### src/rtl/imm_inst_encoder_pkg.sv
// Shared RV32I opcode constants and encoder types, also imported by the core decoder.
// Immediate range/opcode error reporting is enabled by defining IMM_RANGE_CHECK_EN.
package imm_inst_encoder_pkg;

  localparam logic [6:0] OP_LOAD   = 7'b0000011;
  localparam logic [6:0] OP_IMM    = 7'b0010011;
  localparam logic [6:0] OP_JALR   = 7'b1100111;
  localparam logic [6:0] OP_STORE  = 7'b0100011;
  localparam logic [6:0] OP_BRANCH = 7'b1100011;
  localparam logic [6:0] OP_LUI    = 7'b0110111;
  localparam logic [6:0] OP_AUIPC  = 7'b0010111;
  localparam logic [6:0] OP_JAL    = 7'b1101111;
  localparam logic [6:0] OP_REG    = 7'b0110011;

  localparam logic [2:0] FUNCT3_SR = 3'b101;

  typedef enum logic [2:0] {
    FMT_I,
    FMT_SH,
    FMT_S,
    FMT_B,
    FMT_U,
    FMT_J,
    FMT_R,
    FMT_NONE
  } fmt_e;

  // Immediate/funct7 bits plus which plain fields the top must merge in.
  typedef struct packed {
    logic [31:0] bits;
    logic        use_op;
    logic        use_rd;
    logic        use_funct3;
    logic        use_rs1;
    logic        use_rs2;
    logic        err;
  } pack_t;

  function automatic fmt_e fmt_of(input logic [6:0] op, input logic [2:0] f3);
    fmt_e f;
    case (op)
      OP_LOAD, OP_JALR:  f = FMT_I;
      OP_IMM:            f = (f3 == FUNCT3_SR) ? FMT_SH : FMT_I;
      OP_STORE:          f = FMT_S;
      OP_BRANCH:         f = FMT_B;
      OP_LUI, OP_AUIPC:  f = FMT_U;
      OP_JAL:            f = FMT_J;
      OP_REG:            f = FMT_R;
      default:           f = FMT_NONE;
    endcase
    return f;
  endfunction

endpackage

### src/rtl/imm_inst_encoder_pack.sv
// Combinational immediate packer: places imm/funct7 bits per instruction format.
// Range and unsupported-opcode errors are reported only when IMM_RANGE_CHECK_EN is defined.
module imm_pack
  import imm_inst_encoder_pkg::*;
(
  input  logic [6:0]  opcode,
  input  logic [2:0]  funct3,
  input  logic [6:0]  funct7,
  input  logic [31:0] imm,
  output pack_t       pk
);

  function automatic logic fits_s12(input logic signed [31:0] v);
    return (v >= -32'sd2048) && (v <= 32'sd2047);
  endfunction

  function automatic logic fits_s20(input logic signed [31:0] v);
    return (v >= -32'sd524288) && (v <= 32'sd524287);
  endfunction

  function automatic logic fits_u5(input logic [31:0] v);
    return v[31:5] == '0;
  endfunction

  fmt_e fmt;
  logic range_bad;

  always_comb begin
    pk        = '0;
    range_bad = 1'b0;
    fmt       = fmt_of(opcode, funct3);
    pk.use_op = 1'b1;
    case (fmt)
      FMT_I: begin
        pk.bits[31:20] = imm[11:0];
        pk.use_rd      = 1'b1;
        pk.use_funct3  = 1'b1;
        pk.use_rs1     = 1'b1;
        range_bad      = !fits_s12($signed(imm));
      end
      FMT_SH: begin
        pk.bits[24:20] = imm[4:0];
        pk.bits[31:25] = funct7;
        pk.use_rd      = 1'b1;
        pk.use_funct3  = 1'b1;
        pk.use_rs1     = 1'b1;
        range_bad      = !fits_u5(imm);
      end
      FMT_S: begin
        pk.bits[31:25] = imm[11:5];
        pk.bits[11:7]  = imm[4:0];
        pk.use_funct3  = 1'b1;
        pk.use_rs1     = 1'b1;
        pk.use_rs2     = 1'b1;
        range_bad      = !fits_s12($signed(imm));
      end
      FMT_B: begin
        // Decoder keeps the branch offset in half-word units, so imm[0] is a real bit here.
        pk.bits[31]    = imm[11];
        pk.bits[7]     = imm[10];
        pk.bits[30:25] = imm[9:4];
        pk.bits[11:8]  = imm[3:0];
        pk.use_funct3  = 1'b1;
        pk.use_rs1     = 1'b1;
        pk.use_rs2     = 1'b1;
        range_bad      = !fits_s12($signed(imm));
      end
      FMT_U: begin
        pk.bits[31:12] = imm[19:0];
        pk.use_rd      = 1'b1;
        range_bad      = !fits_s20($signed(imm));
      end
      FMT_J: begin
        pk.bits[31]    = imm[19];
        pk.bits[19:12] = imm[18:11];
        pk.bits[20]    = imm[10];
        pk.bits[30:21] = imm[9:0];
        pk.use_rd      = 1'b1;
        range_bad      = !fits_s20($signed(imm));
      end
      FMT_R: begin
        pk.bits[31:25] = funct7;
        pk.use_rd      = 1'b1;
        pk.use_funct3  = 1'b1;
        pk.use_rs1     = 1'b1;
        pk.use_rs2     = 1'b1;
      end
      default: begin
`ifdef IMM_RANGE_CHECK_EN
        pk.use_op      = 1'b0;
        range_bad      = 1'b1;
`else
        pk.bits[31:25] = funct7;
        pk.use_rd      = 1'b1;
        pk.use_funct3  = 1'b1;
        pk.use_rs1     = 1'b1;
        pk.use_rs2     = 1'b1;
`endif
      end
    endcase
`ifdef IMM_RANGE_CHECK_EN
    pk.err = range_bad;
`else
    pk.err = 1'b0;
`endif
  end

`ifndef IMM_RANGE_CHECK_EN
  logic unused_range_bad;
  assign unused_range_bad = range_bad;
`endif

endmodule

### src/rtl/imm_inst_encoder.sv
// RV32I instruction encoder with valid/ready handshake, 1-entry skid buffer and write-address counter.
// Define IMM_RANGE_CHECK_EN to flag unrepresentable immediates and unsupported opcodes on out_err.
module imm_inst_encoder
  import imm_inst_encoder_pkg::*;
#(
  parameter int                ADDR_W    = 32,
  parameter logic [ADDR_W-1:0] BASE_ADDR = '0
) (
  input  logic              clk,
  input  logic              rst_n,
  input  logic              in_valid,
  output logic              in_ready,
  input  logic [6:0]        opcode,
  input  logic [4:0]        rd,
  input  logic [4:0]        rs1,
  input  logic [4:0]        rs2,
  input  logic [2:0]        funct3,
  input  logic [6:0]        funct7,
  input  logic [31:0]       imm,
  output logic              out_valid,
  input  logic              out_ready,
  output logic [31:0]       out_inst,
  output logic [ADDR_W-1:0] out_addr,
  output logic              out_err
);

  pack_t       pk_p0;
  logic [31:0] enc_inst_p0;
  logic        enc_err_p0;

  logic        skid_vld_p1;
  logic [31:0] skid_inst_p1;
  logic        skid_err_p1;
  logic        in_ready_q;

  logic        accept;
  logic        drain;
  logic        out_free;

  imm_pack u_pack (
    .opcode (opcode),
    .funct3 (funct3),
    .funct7 (funct7),
    .imm    (imm),
    .pk     (pk_p0)
  );

  // Stage p0: merge plain register/funct fields with the packed immediate bits.
  always_comb begin
    enc_inst_p0 = pk_p0.bits;
    if (pk_p0.use_op)     enc_inst_p0[6:0]   = opcode;
    if (pk_p0.use_rd)     enc_inst_p0[11:7]  = rd;
    if (pk_p0.use_funct3) enc_inst_p0[14:12] = funct3;
    if (pk_p0.use_rs1)    enc_inst_p0[19:15] = rs1;
    if (pk_p0.use_rs2)    enc_inst_p0[24:20] = rs2;
    enc_err_p0 = pk_p0.err;
  end

  assign in_ready = in_ready_q;
  assign accept   = in_valid && in_ready_q;
  assign drain    = out_valid && out_ready;
  assign out_free = !out_valid || out_ready;

  // Stage p1: output register, skid occupancy and write address.
  always_ff @(posedge clk) begin
    if (!rst_n) begin
      out_valid   <= 1'b0;
      out_inst    <= '0;
      out_err     <= 1'b0;
      out_addr    <= BASE_ADDR;
      skid_vld_p1 <= 1'b0;
      in_ready_q  <= 1'b1;
    end else begin
      if (drain) out_addr <= out_addr + ADDR_W'(4);
      if (out_free) begin
        // The skid entry is older than anything arriving now; it is always promoted first.
        if (skid_vld_p1) begin
          out_valid   <= 1'b1;
          out_inst    <= skid_inst_p1;
          out_err     <= skid_err_p1;
          skid_vld_p1 <= 1'b0;
          in_ready_q  <= 1'b1;
        end else if (accept) begin
          out_valid <= 1'b1;
          out_inst  <= enc_inst_p0;
          out_err   <= enc_err_p0;
        end else begin
          out_valid <= 1'b0;
        end
      end else if (accept) begin
        skid_vld_p1 <= 1'b1;
        in_ready_q  <= 1'b0;
      end
    end
  end

  always_ff @(posedge clk) begin
    if (!out_free && accept) begin
      skid_inst_p1 <= enc_inst_p0;
      skid_err_p1  <= enc_err_p0;
    end
  end

endmodule

### config.mk
export PLATFORM = sky130hd
export DESIGN_NAME = imm_inst_encoder
export DESIGN_NICKNAME = d
export VERILOG_FILES = /design/src/rtl/imm_inst_encoder_pkg.sv /design/src/rtl/imm_inst_encoder_pack.sv /design/src/rtl/imm_inst_encoder.sv
export SDC_FILE = /design/constraint.sdc
export NUM_CORES = 1
export LEC_CHECK = 0
export ABC_AREA = 1
export BUFFER_PORTS_ARGS = -buffer_cell sky130_fd_sc_hd__buf_2
export CAP_MARGIN = 20
export CORE_MARGIN = 5
export CORE_UTILIZATION = 45
export DETAILED_ROUTE_END_ITERATION = 8
export GPL_ROUTABILITY_DRIVEN = 0
export HOLD_SLACK_MARGIN = 0.08
export MAX_ROUTING_LAYER = met4
export PLACE_DENSITY = 0.69
export SETUP_SLACK_MARGIN = 0.5
export SYNTH_ARGS = -nofsm -noshare
export SYNTH_HDL_FRONTEND = slang
export SYNTH_SLANG_ARGS = --single-unit
### constraint.sdc
create_clock -name clk -period 5.6 [get_ports clk]
set_input_delay 0.56 -clock clk [delete_from_list [all_inputs] [get_ports clk]]
set_output_delay 0.56 -clock clk [all_outputs]
set_load 0.02 [all_outputs]
## After elaboration in Yosys (flattened, before gate mapping)

Index checks and enable logic that the tools add are counted.
Widths: inputs -> output; s select.

| storage, ports and cells | value |
|---|---|
| output and inout port bits | 67 |
| latch bits | 0 |
| ROM bits | 0 |
| input port bits | 68 |
| register bits after elaboration | 100 |
| memory bits (writable) | 0 |
| memories kept | 0 |

| cells by class | value |
|---|---|
| reductions and logical operators | 19 |
| divide/modulo/power cells | 0 |
| shift operators | 0 |
| bitwise gates (word level) | 1 |
| $add $sub $neg | 1 |
| $lt $le $gt $ge | 0 |
| multipliers | 0 |
| equal/unequal tests | 16 |
| muxes and demuxes | 19 |

Operator list:

| cell | number |
|---|---|
| $mux 32 | 2 |
| $add 32x3->32 const B | 1 |
| $pmux 7 s4 | 1 |
| $eq 7x6->1 const B | 3 |
| $eq 7x7->1 const B | 3 |
| $pmux 3 s7 | 1 |
| $pmux 8 s2 | 1 |
| $mux 5 | 3 |
| $pmux 5 s3 | 1 |
| $eq 7x5->1 const B | 2 |
| $reduce_or 2->1 | 7 |
| $pmux 5 s2 | 1 |
| $eq 3x3->1 const B | 3 |
| $eq 7x2->1 const B | 1 |
| $mux 1 | 7 |
| $eq 3x2->1 const B | 2 |
| $reduce_and 2->1 | 2 |
| $reduce_bool 2->1 | 2 |
| $reduce_or 4->1 | 1 |
| $eq 3x1->1 const B | 1 |
| $logic_and 1x1->1 | 3 |
| $logic_not 3->1 | 1 |
| $mux 3 | 1 |
| $logic_not 1->1 | 2 |
| 4 further kinds | 4 |

## Logic depth before layout (Yosys ltp)

Gate-level depths: netlist of the first run.

| logic depth | value |
|---|---|
| depth after elaboration | 9 |
| mapped depth | 12 |

## By module

Synthesis of the first run repeated with hierarchy kept, for this count alone.

| second synthesis, totals | value |
|---|---|
| cell total of the unflattened synthesis | 675 |
| area, all modules | 5273.8 µm² |

Modules (own cells, without submodules):

| module | instances | cells an instance | area an instance (µm²) |
|---|---|---|---|
| imm_inst_encoder | 1 | 513 | 4413.0 |
| imm_pack | 1 | 162 | 860.8 |

## Least setup slack after synthesis of the first run

Ideal clock, no wire load.

| timing | value |
|---|---|
| path kind | input port to flip-flop |
| from | input port out_ready |
| to | register skid_inst_p1[0] (enable) |
| data arrival time | 2105 ps |
| path slack | 3073 ps |
| data required time | 5178 ps |
| stages | 3 |
| cells stage by stage | nor2_1 > inv_1 > nor2_1 |

| between the ends | value |
|---|---|
| cells in the longest elaborated chain, start to end | 3 |

Ends and longest elaborated chain:

| element | RTL line | text |
|---|---|---|
| start: declaration | imm_inst_encoder.sv:21 | `input logic out_ready,` |
| $logic_or 1x1->1 | imm_inst_encoder.sv:62 | `assign out_free = !out_valid \|\| out_ready;` |
| $logic_not 1->1 | imm_inst_encoder.sv:98 | `if (!out_free && accept) begin` |
| $logic_and 1x1->1 | imm_inst_encoder.sv:98 |  |
| end signal: assignment | imm_inst_encoder.sv:99 | `skid_inst_p1 <= enc_inst_p0;` |
| end: declaration | imm_inst_encoder.sv:32 | `logic [31:0] skid_inst_p1;` |

Every way passes these cells.
A chain may end at the register's enable or synchronous reset.

## Final worst setup path of the first run

| timing | value |
|---|---|
| from | register skid_vld_p1 |
| to | register out_inst[2] |

| between the ends | value |
|---|---|
| cells in the longest elaborated chain, start to end | 2 |
| elaborated cells between the ends (all ways) | 3 |
| those cells by class | mux: 1; reduce/logical: 2 |

Ends and longest elaborated chain:

| element | RTL line | text |
|---|---|---|
| start: declaration | imm_inst_encoder.sv:31 | `logic skid_vld_p1;` |
| start signal: assignment | imm_inst_encoder.sv:71 | `skid_vld_p1 <= 1'b0;` |
| start signal: assignment | imm_inst_encoder.sv:81 | `skid_vld_p1 <= 1'b0;` |
| start signal: assignment | imm_inst_encoder.sv:91 | `skid_vld_p1 <= 1'b1;` |
| $reduce_bool 2->1 (no source line) | -- |  |
| $reduce_and 2->1 (no source line) | -- |  |
| end signal: assignment | imm_inst_encoder.sv:79 | `out_inst <= skid_inst_p1;` |
| end signal: assignment | imm_inst_encoder.sv:85 | `out_inst <= enc_inst_p0;` |
| end: declaration | imm_inst_encoder.sv:22 | `output logic [31:0] out_inst,` |

Several ways; a longest one is shown, not always the timed one.

==> impl_metrics.tcl, run 1 <==
set metrics [dict create \
    status "completed" \
    gr-total-overflow 0 \
    worst_setup_path_start_kind "register" \
    grt_usage_pct 20.0 \
    drt_iter0_markers 328 \
    mostFrequentLayoutCells "nand2_1 (177), buf_2 (119), nor2_1 (90)" \
    reg2regPathDepth 7 \
    power_mw 1.54 \
    fin_crit_sh_pct 48.7 \
    drv_slew 0 \
    avgSynthCellArea_um2 7.54 \
    cts_root_buf "clkbuf_8" \
    grt_pass1_wl_mm 20.7 \
    critPathCaptureType "register" \
    critPathRequiredTime_ns 5.84 \
    clock_sinks 97 \
    drive_above_1_share_pct 24.2 \
    hold_depth 1 \
    worst_pin_slew_ns 0.797 \
    numCtsBuffers 9 \
    seq_area_frac_synth_pct 45.3 \
    finalHoldViolCount 0 \
    post_cts_buffers 0 \
    antenna_found_initial 0 \
    drt-total-wl_mm 12.7 \
    cts_buffer_depth 2 \
    cts_tree "yes" \
    peakVddDrop_mv 0.152 \
    ys_ff_latch 97 \
    crit_type "reg -> reg" \
    setup_violations 0 \
    post_drt_wl_per_cell_um 13.9 \
    viasPerCell 5.14 \
    fill_cells 1043 \
    drt_first_pass_iters 4 \
    drc 0 \
    fmax_mhz 367 \
    ctsResizeCount 0 \
    vias 4704 \
    clock_skew_ns 0.00728 \
    clkTransAtPathRegs_ns 0.10 \
    power.density_nw_per_um2 261 \
    yosysTopAreaCell "dfxtp_1" \
    start_util_pct 46.1 \
    p_leak_nw 2.66 \
    io_buffers 119 \
    dieHeight_um 115 \
    synth_warnings 0 \
    diodes 0 \
    post-dp-hpwl_mm 9.33 \
    relSlewSlack_pct 46.7 \
    ant_nets 0 \
    register_area_um2 2260 \
    whs_ns 0.412 \
    hold_path_class "in -> reg" \
    final_common_cell "nand2_1" \
    cp_max_fo 51 \
    insertion_delay_ns 0.36 \
    utilization_pct 54.5 \
    synth.distinct_cells 44 \
    multiInputGateArea_um2 2390 \
    dieWidth_um 115 \
    coreArea_um2 10800 \
    grt_pass1_vias 4340 \
    core.rowCount 38 \
    grt_max_degree 52 \
    htree_num_levels 3 \
    synth_area_um2 5000 \
    fin_nets 840 \
    max_cap_violations 0 \
    cts_hold_buffers 0 \
    cp.arrival_ns 2.96 \
    period_needed_ns 2.73 \
    setup-tns-final_ns 0 \
    dieArea_um2 13300 \
    io-pin-count 135 \
    yosys.area.top_type_share_pct 26.0 \
    rsz0062_at_grt "false" \
    ys_top_cells_by_area "dfxtp_1 (26%), edfxtp_1 (19%), nand2_1 (13%), nor2_1 (6.8%), nand3_1 (4.6%)" \
    syn_to_final_growth_pct 18.3 \
    syn_inst 663 \
]
[registers in the layout (all words and copies together), names as in the netlist]
signal        count
in_ready          1
out_addr         30
out_inst         32
out_valid         1
skid_inst_p1     32
skid_vld_p1       1
[Yosys cell counts, drive strengths merged]
cell type	count
nand3b	2
buf	11
inv	53
clkinv	2
or2	1
nor3	14
o211ai	1
clkbuf	16
ha	1
dfxtp	65
o21ai	37
nand4	14
o31ai	1
nand3	54
a21oi	41
and3	1
o22ai	4
nor3b	5
a31oi	7
or3	1
nand2	189
xor2	9
nor2	97
xnor2	3
edfxtp	32
a31o	1
conb	1
[critical path, cell delays in order, from the launching register on]
cell and delay (ns):
dfxtp_1 0.57, inv_2 0.70, nand2_1 0.16, nand2_1 0.10, buf_4 0.43, inv_1 0.32, o21ai_0 0.24, a31oi_1 0.06
[cell type report]
class | instances | area share, %
flip-flops and latches | 97 | 38.3
inverters | 55 | 3.51
clock inverters | 5 | 1.82
clock buffers | 11 | 2.58
repair buffers | 122 | 10.5
well taps | 140 | 2.96
multi-input cells | 486 | 40.4
[routing by layer]
layer	vias up	part of all wire, %	global-route usage, %
li1	2387	-	-
met1	2164	45	26.4
met2	141	47	31.4
met3	12	7.3	3.95
met4	0	0.90	5.24
met5	-	0	-
[stage by stage]
step	std cells	worst slack, ns	instance area, µm²
after floorplan	665	3.07	5000
after global placement	900	2.92	5650
after detailed placement	900	2.85	5650
after CTS	916	2.87	5910
after global routing	916	2.61	5910
final	916	2.87	5910
[logic make-up after synthesis]
group / after synthesis / share of synthesized area (%)
and+or+nand+nor: 378 / 35.0
DFF: 97 / 45.3
buffers and inverters: 82 / 7.16
adders and majority gates: 1 / 0.250
AOI/OAI and AO/OA: 92 / 10.1
xor gates and xnor gates: 12 / 2.10
other: 1 / 0.0750
[power breakdown]
group          internal, mW  switching [mW]
registers             0.755          0.0137
logic                0.0641           0.130
clock network         0.327           0.255
total                  1.15           0.399
[worst paths after layout]
check                                  start              end  slack (ns)
worst max-delay path             skid_vld_p1      out_inst[2]        2.87
worst min-delay path               opcode[0]  skid_inst_p1[0]        0.41
worst max register to register   skid_vld_p1      out_inst[2]        2.87
worst min register to register  out_inst[25]     out_inst[25]        0.47
(Power assumes the default switching activity.)
==> run 2: changes to the inputs <==
clock period = 2.69 ns   (was 5.6 ns; I/O delays follow)
==> run 2 against run 1 <==
Net effect:
- flip-flop and latch count stayed put
- clock skew is 0.0060 ns higher
- die area did not move
- core utilization rose by 0.29 points
- sequential share of layout area shrank 0.18 points
- final cell count rose by 0.66%
- critical path depth grew 3
- setup slack lost 2.1 ns
- critical endpoint is now out_addr[24]
- largest cell class unchanged
- largest power group unchanged
==> impl_metrics.tcl, run 2 (synthesized netlist as in run 1, its figures left out) <==
set metrics [dict create \
    final_area_um2 5940 \
    diodes 0 \
    place_ws_ns 0.509 \
    cts_buffer_depth 2 \
    numCtsBuffers 9 \
    drt_first_pass_iters 5 \
    power.density_nw_per_um2 533 \
    cts_root_buf "clkbuf_8" \
    cp_cell_sequence "ha_1 -> nand3_1 -> nor2_2 -> nand3_1 -> nor2_4 -> nand2_1 -> inv_1 -> nand2_1 -> o21ai_0 -> a21oi_1" \
    grt_usage_pct 21.2 \
    viasPerCell 5.14 \
    fin_nets 846 \
    p_leak_nw 2.68 \
    r2r_slack_ns 0.82 \
    drv_slew 0 \
    dieHeight_um 115 \
    cp_top_family "simple AND/OR/NAND/NOR gates" \
    insertion_delay_ns 0.39 \
    relSlewSlack_pct 50.4 \
    rsz0062_at_grt "false" \
    fmax_mhz 535 \
    peakVddDrop_mv 0.342 \
    reg_top3 "out_inst (32), skid_inst_p1 (32), out_addr (30)" \
    power_mw 3.17 \
    clock_skew_ns 0.0133 \
    grt_max_degree 46 \
    gr-total-overflow 0 \
    dieArea_um2 13300 \
    coreArea_um2 10800 \
    post_cts_buffers 0 \
    hold_path_class "in -> reg" \
    drt-total-wl_mm 12.9 \
    timing.final.ws_setup_ns 0.820 \
    setup-tns-final_ns 0 \
    clkTransAtPathRegs_ns 0.09 \
    syn_to_final_growth_pct 18.9 \
    critPathRequiredTime_ns 2.97 \
    mostFrequentLayoutCells "nand2_1 (177), buf_2 (119), nor2_1 (90)" \
    start_util_pct 46.1 \
    post_drt_wl_per_cell_um 14.0 \
    drive_above_1_share_pct 24.7 \
    crit_type "reg -> reg" \
    drt_iter0_markers 427 \
    cp.arrival_ns 2.15 \
    htree_num_levels 3 \
    dieWidth_um 115 \
    io_buffers 119 \
    cts_tree "yes" \
    critPathBufInv 1 \
    whs_ns 0.144 \
    grt_pass1_wl_mm 21.7 \
    worst_pin_slew_ns 0.741 \
    status "completed" \
    ant_nets 0 \
    core.rowCount 38 \
    io-pin-count 135 \
    period_needed_ns 1.87 \
    crit_slowest_cell "dfxtp_2" \
    post-dp-hpwl_mm 9.66 \
    slowest_delay_ns 0.40 \
    placed_area_um2 5680 \
    grt_pass1_vias 4531 \
    max_cap_violations 0 \
    drc 0 \
    antenna_found_initial 0 \
    critPathCaptureType "register" \
    vias 4742 \
    clock_sinks 97 \
    setup_violations 0 \
    worst_setup_path_start_kind "register" \
    finalHoldViolCount 0 \
    final_common_cell "nand2_1" \
    fin_crit_sh_pct 69.5 \
    cp_max_fo 6 \
]
run 2: cell count changes in the layout (fill, tap and decap cells not counted), sizes merged:
cell,delta
inv,+1
buf,+4
clkbuf,-2
dlygate4sd3,+2
clkinv,+1
run 2: worst paths after layout:
path                startpoint               to  depth (start not counted)
setup / recovery   out_addr[2]     out_addr[24]                         10
hold / removal       opcode[4]  skid_inst_p1[4]                          1
setup reg to reg   out_addr[2]     out_addr[24]                         10
hold reg to reg   out_inst[25]     out_inst[25]                          2
run 2: cell type report:
cell class / instances / area [µm²]
Fill cell: 1068 / 4900
Multi-Input combinational cell: 486 / 2390
Sequential cell: 97 / 2260
Timing Repair Buffer: 128 / 668
Inverter: 55 / 208
Tap cell: 140 / 175
Clock buffer: 9 / 124
Clock inverter: 7 / 116
run 2: what timing repair did:
item                       CTS  global route
gates resized for setup      0             1
setup endpoints to repair    0             1
hold buffers                 2             0
hold endpoints to repair     2             0
run 2: stage by stage:
step                util, %  instances
floorplan                 -        665
global placement       52.4        904
detailed placement     52.4        904
CTS                    54.8        922
global route           54.8        922
finish                 54.8        922
run 2: per-layer routing:
layer  global-route usage, %  vias to the layer above  routed length (µm)
met4                    7.12                        0                 249
li1                        -                     2397                   -
met2                    32.6                      180                5920
met5                       -                        -                   0
met3                    5.47                       19                 992
met1                    27.2                     2146                5790
run 2: report_power, final:
group | total, mW | switching (mW) | internal (mW)
combinational | 0.412 | 0.273 | 0.139
clock | 1.15 | 0.534 | 0.619
sequential | 1.60 | 0.0289 | 1.57
==> run 3: changes to the inputs <==
PLACE_DENSITY = 0.72   (was 0.69)
clock period = 1.7 ns   (was 2.69 ns; I/O delays follow)
==> run 3 against run 2 <==
Net effect:
- critical path type unchanged
- global-route usage up 3.1 points
- register-to-register slack worse by 0.69 ns
- count of clock-buffer cells in the layout up 4
- first-iteration DRC count down 7.3%
- critical path depth unchanged
- routed wire length up 22%
- die area unchanged
==> impl_metrics.tcl, run 3 (synthesized netlist as in run 1, its figures left out) <==
set metrics [dict create \
    insertion_delay_ns 0.38 \
    dieHeight_um 115 \
    viasPerCell 5.25 \
    start_util_pct 46.1 \
    layout.cells.non_filler 979 \
    post_drt_wl_per_cell_um 16.1 \
    cp_top_family "simple AND/OR/NAND/NOR gates" \
    fmax_mhz 639 \
    register_area_um2 2320 \
    coreArea_um2 10800 \
    hold_path_class "in -> reg" \
    whs_ns 0.0943 \
    fin_crit_sh_pct 92.1 \
    ant_nets 0 \
    finalHoldViolCount 0 \
    fill_cells 850 \
    max_cap_violations 0 \
    cp_max_fo 5 \
    reg_top3 "out_inst (32), skid_inst_p1 (32), out_addr (30)" \
    drt-total-wl_mm 15.7 \
    multiInputGateArea_um2 2870 \
    grt_max_degree 43 \
    gr-total-overflow 0 \
    crit_slowest_cell "dfxtp_4" \
    core.rowCount 38 \
    place_inst 907 \
    drt_iter0_markers 396 \
    crit_type "reg -> reg" \
    numCtsBuffers 9 \
    drc 0 \
    dieWidth_um 115 \
    p_leak_nw 3.30 \
    vias 5138 \
    diodes 0 \
    cts_root_buf "clkbuf_8" \
    rsz0062_at_grt "true" \
    cts_buffer_depth 2 \
    clkTransAtPathRegs_ns 0.10 \
    peakVddDrop_mv 0.583 \
    htree_num_levels 3 \
    syn_to_final_growth_pct 45.7 \
    setup_violations 0 \
    antenna_found_initial 0 \
    final_common_cell "nand2_1" \
    cts_tree "yes" \
    relSlewSlack_pct 65.2 \
    critPathBufInv 1 \
    crit_top_cell "nor2_4" \
    status "completed" \
    critPathRequiredTime_ns 2.00 \
    post-dp-hpwl_mm 9.77 \
    worst_pin_slew_ns 0.523 \
    worst_setup_path_start_kind "register" \
    drt_first_pass_iters 5 \
    drv_slew 0 \
    io_buffers 119 \
    period_needed_ns 1.57 \
    grt_usage_pct 24.3 \
    power_mw 5.23 \
    mostFrequentLayoutCells "nand2_1 (142), buf_2 (115), nor2_1 (67)" \
    slowest_delay_ns 0.38 \
    critPathCaptureType "register" \
    fin_nets 903 \
    cp_cell_sequence "buf_6 -> nand2_4 -> nor2_4 -> nand2_4 -> nor2_4 -> nand2_2 -> nor2_4 -> nand2_2 -> o21ai_1 -> nor3b_2" \
    clock_sinks 97 \
    grt_pass1_vias 5098 \
    cp.arrival_ns 1.87 \
    io-pin-count 135 \
    grt_pass1_wl_mm 24.6 \
    power.density_nw_per_um2 718 \
    drive_above_1_share_pct 43.5 \
    clock_skew_ns 0.00928 \
    dieArea_um2 13300 \
]
-- run 3: cell type report --
cell class	instances	share of cell area [%]
Inverter	55	3.02
Timing Repair Buffer	184	20.2
Tap cell	140	2.41
Sequential cell	97	31.8
Clock buffer	13	2.34
Timing Repair inverter	1	0.103
Multi-Input combinational cell	486	39.4
Clock inverter	3	0.653
-- run 3: worst reg2reg max path: cells and delay by family, from the launching register on --
family	cells	cell delay [ns]
simple gates	8	0.87
flops	1	0.38
buf+inv	1	0.13
compound gates	1	0.12
-- run 3: path summary, 6_finish.rpt --
check / from / to / slack [ns] / cells past startpoint
min reg2reg: out_inst[30] / out_inst[30] / 0.47 / 2
max reg2reg: out_addr[2] / out_addr[29] / 0.13 / 10
max: out_addr[2] / out_addr[29] / 0.13 / 10
min: opcode[5] / skid_inst_p1[5] / 0.09 / 1
-- run 3: through the flow --
stage	worst slack (ns)	TNS (ns)	cell area (µm²)	utilization, %
global route	0.0105	0	7280	67.2
detailed placement	-0.0446	-0.0446	5930	54.7
global placement	0.0931	0	5930	54.7
floorplan	0.117	0	5230	-
CTS	0.124	0	7030	64.8
finish	0.135	0	7280	67.2
-- run 3: routing by layer --
metal | GRT usage [%] | vias up | part of all wire (%)
li1 | - | 2518 | -
met1 | 28.8 | 2377 | 40
met2 | 41.0 | 211 | 51
met3 | 3.58 | 32 | 7.1
met4 | 10.3 | 0 | 2.6
met5 | - | - | 0
-- run 3: where the power goes --
part | switching (mW) | total (mW) | internal, mW
Sequential | 0.0554 | 2.53 | 2.48
Combinational | 0.580 | 1.04 | 0.460
Clock | 0.840 | 1.66 | 0.818
-- run 3: repair_timing --
item	CTS	global route
pin swaps	47	32
hold buffers	6	0
gates cloned	11	1
endpoints found under the setup margin	90	112
hold endpoints to repair	6	0
buffers inserted	32	6
gates resized for setup	90	53
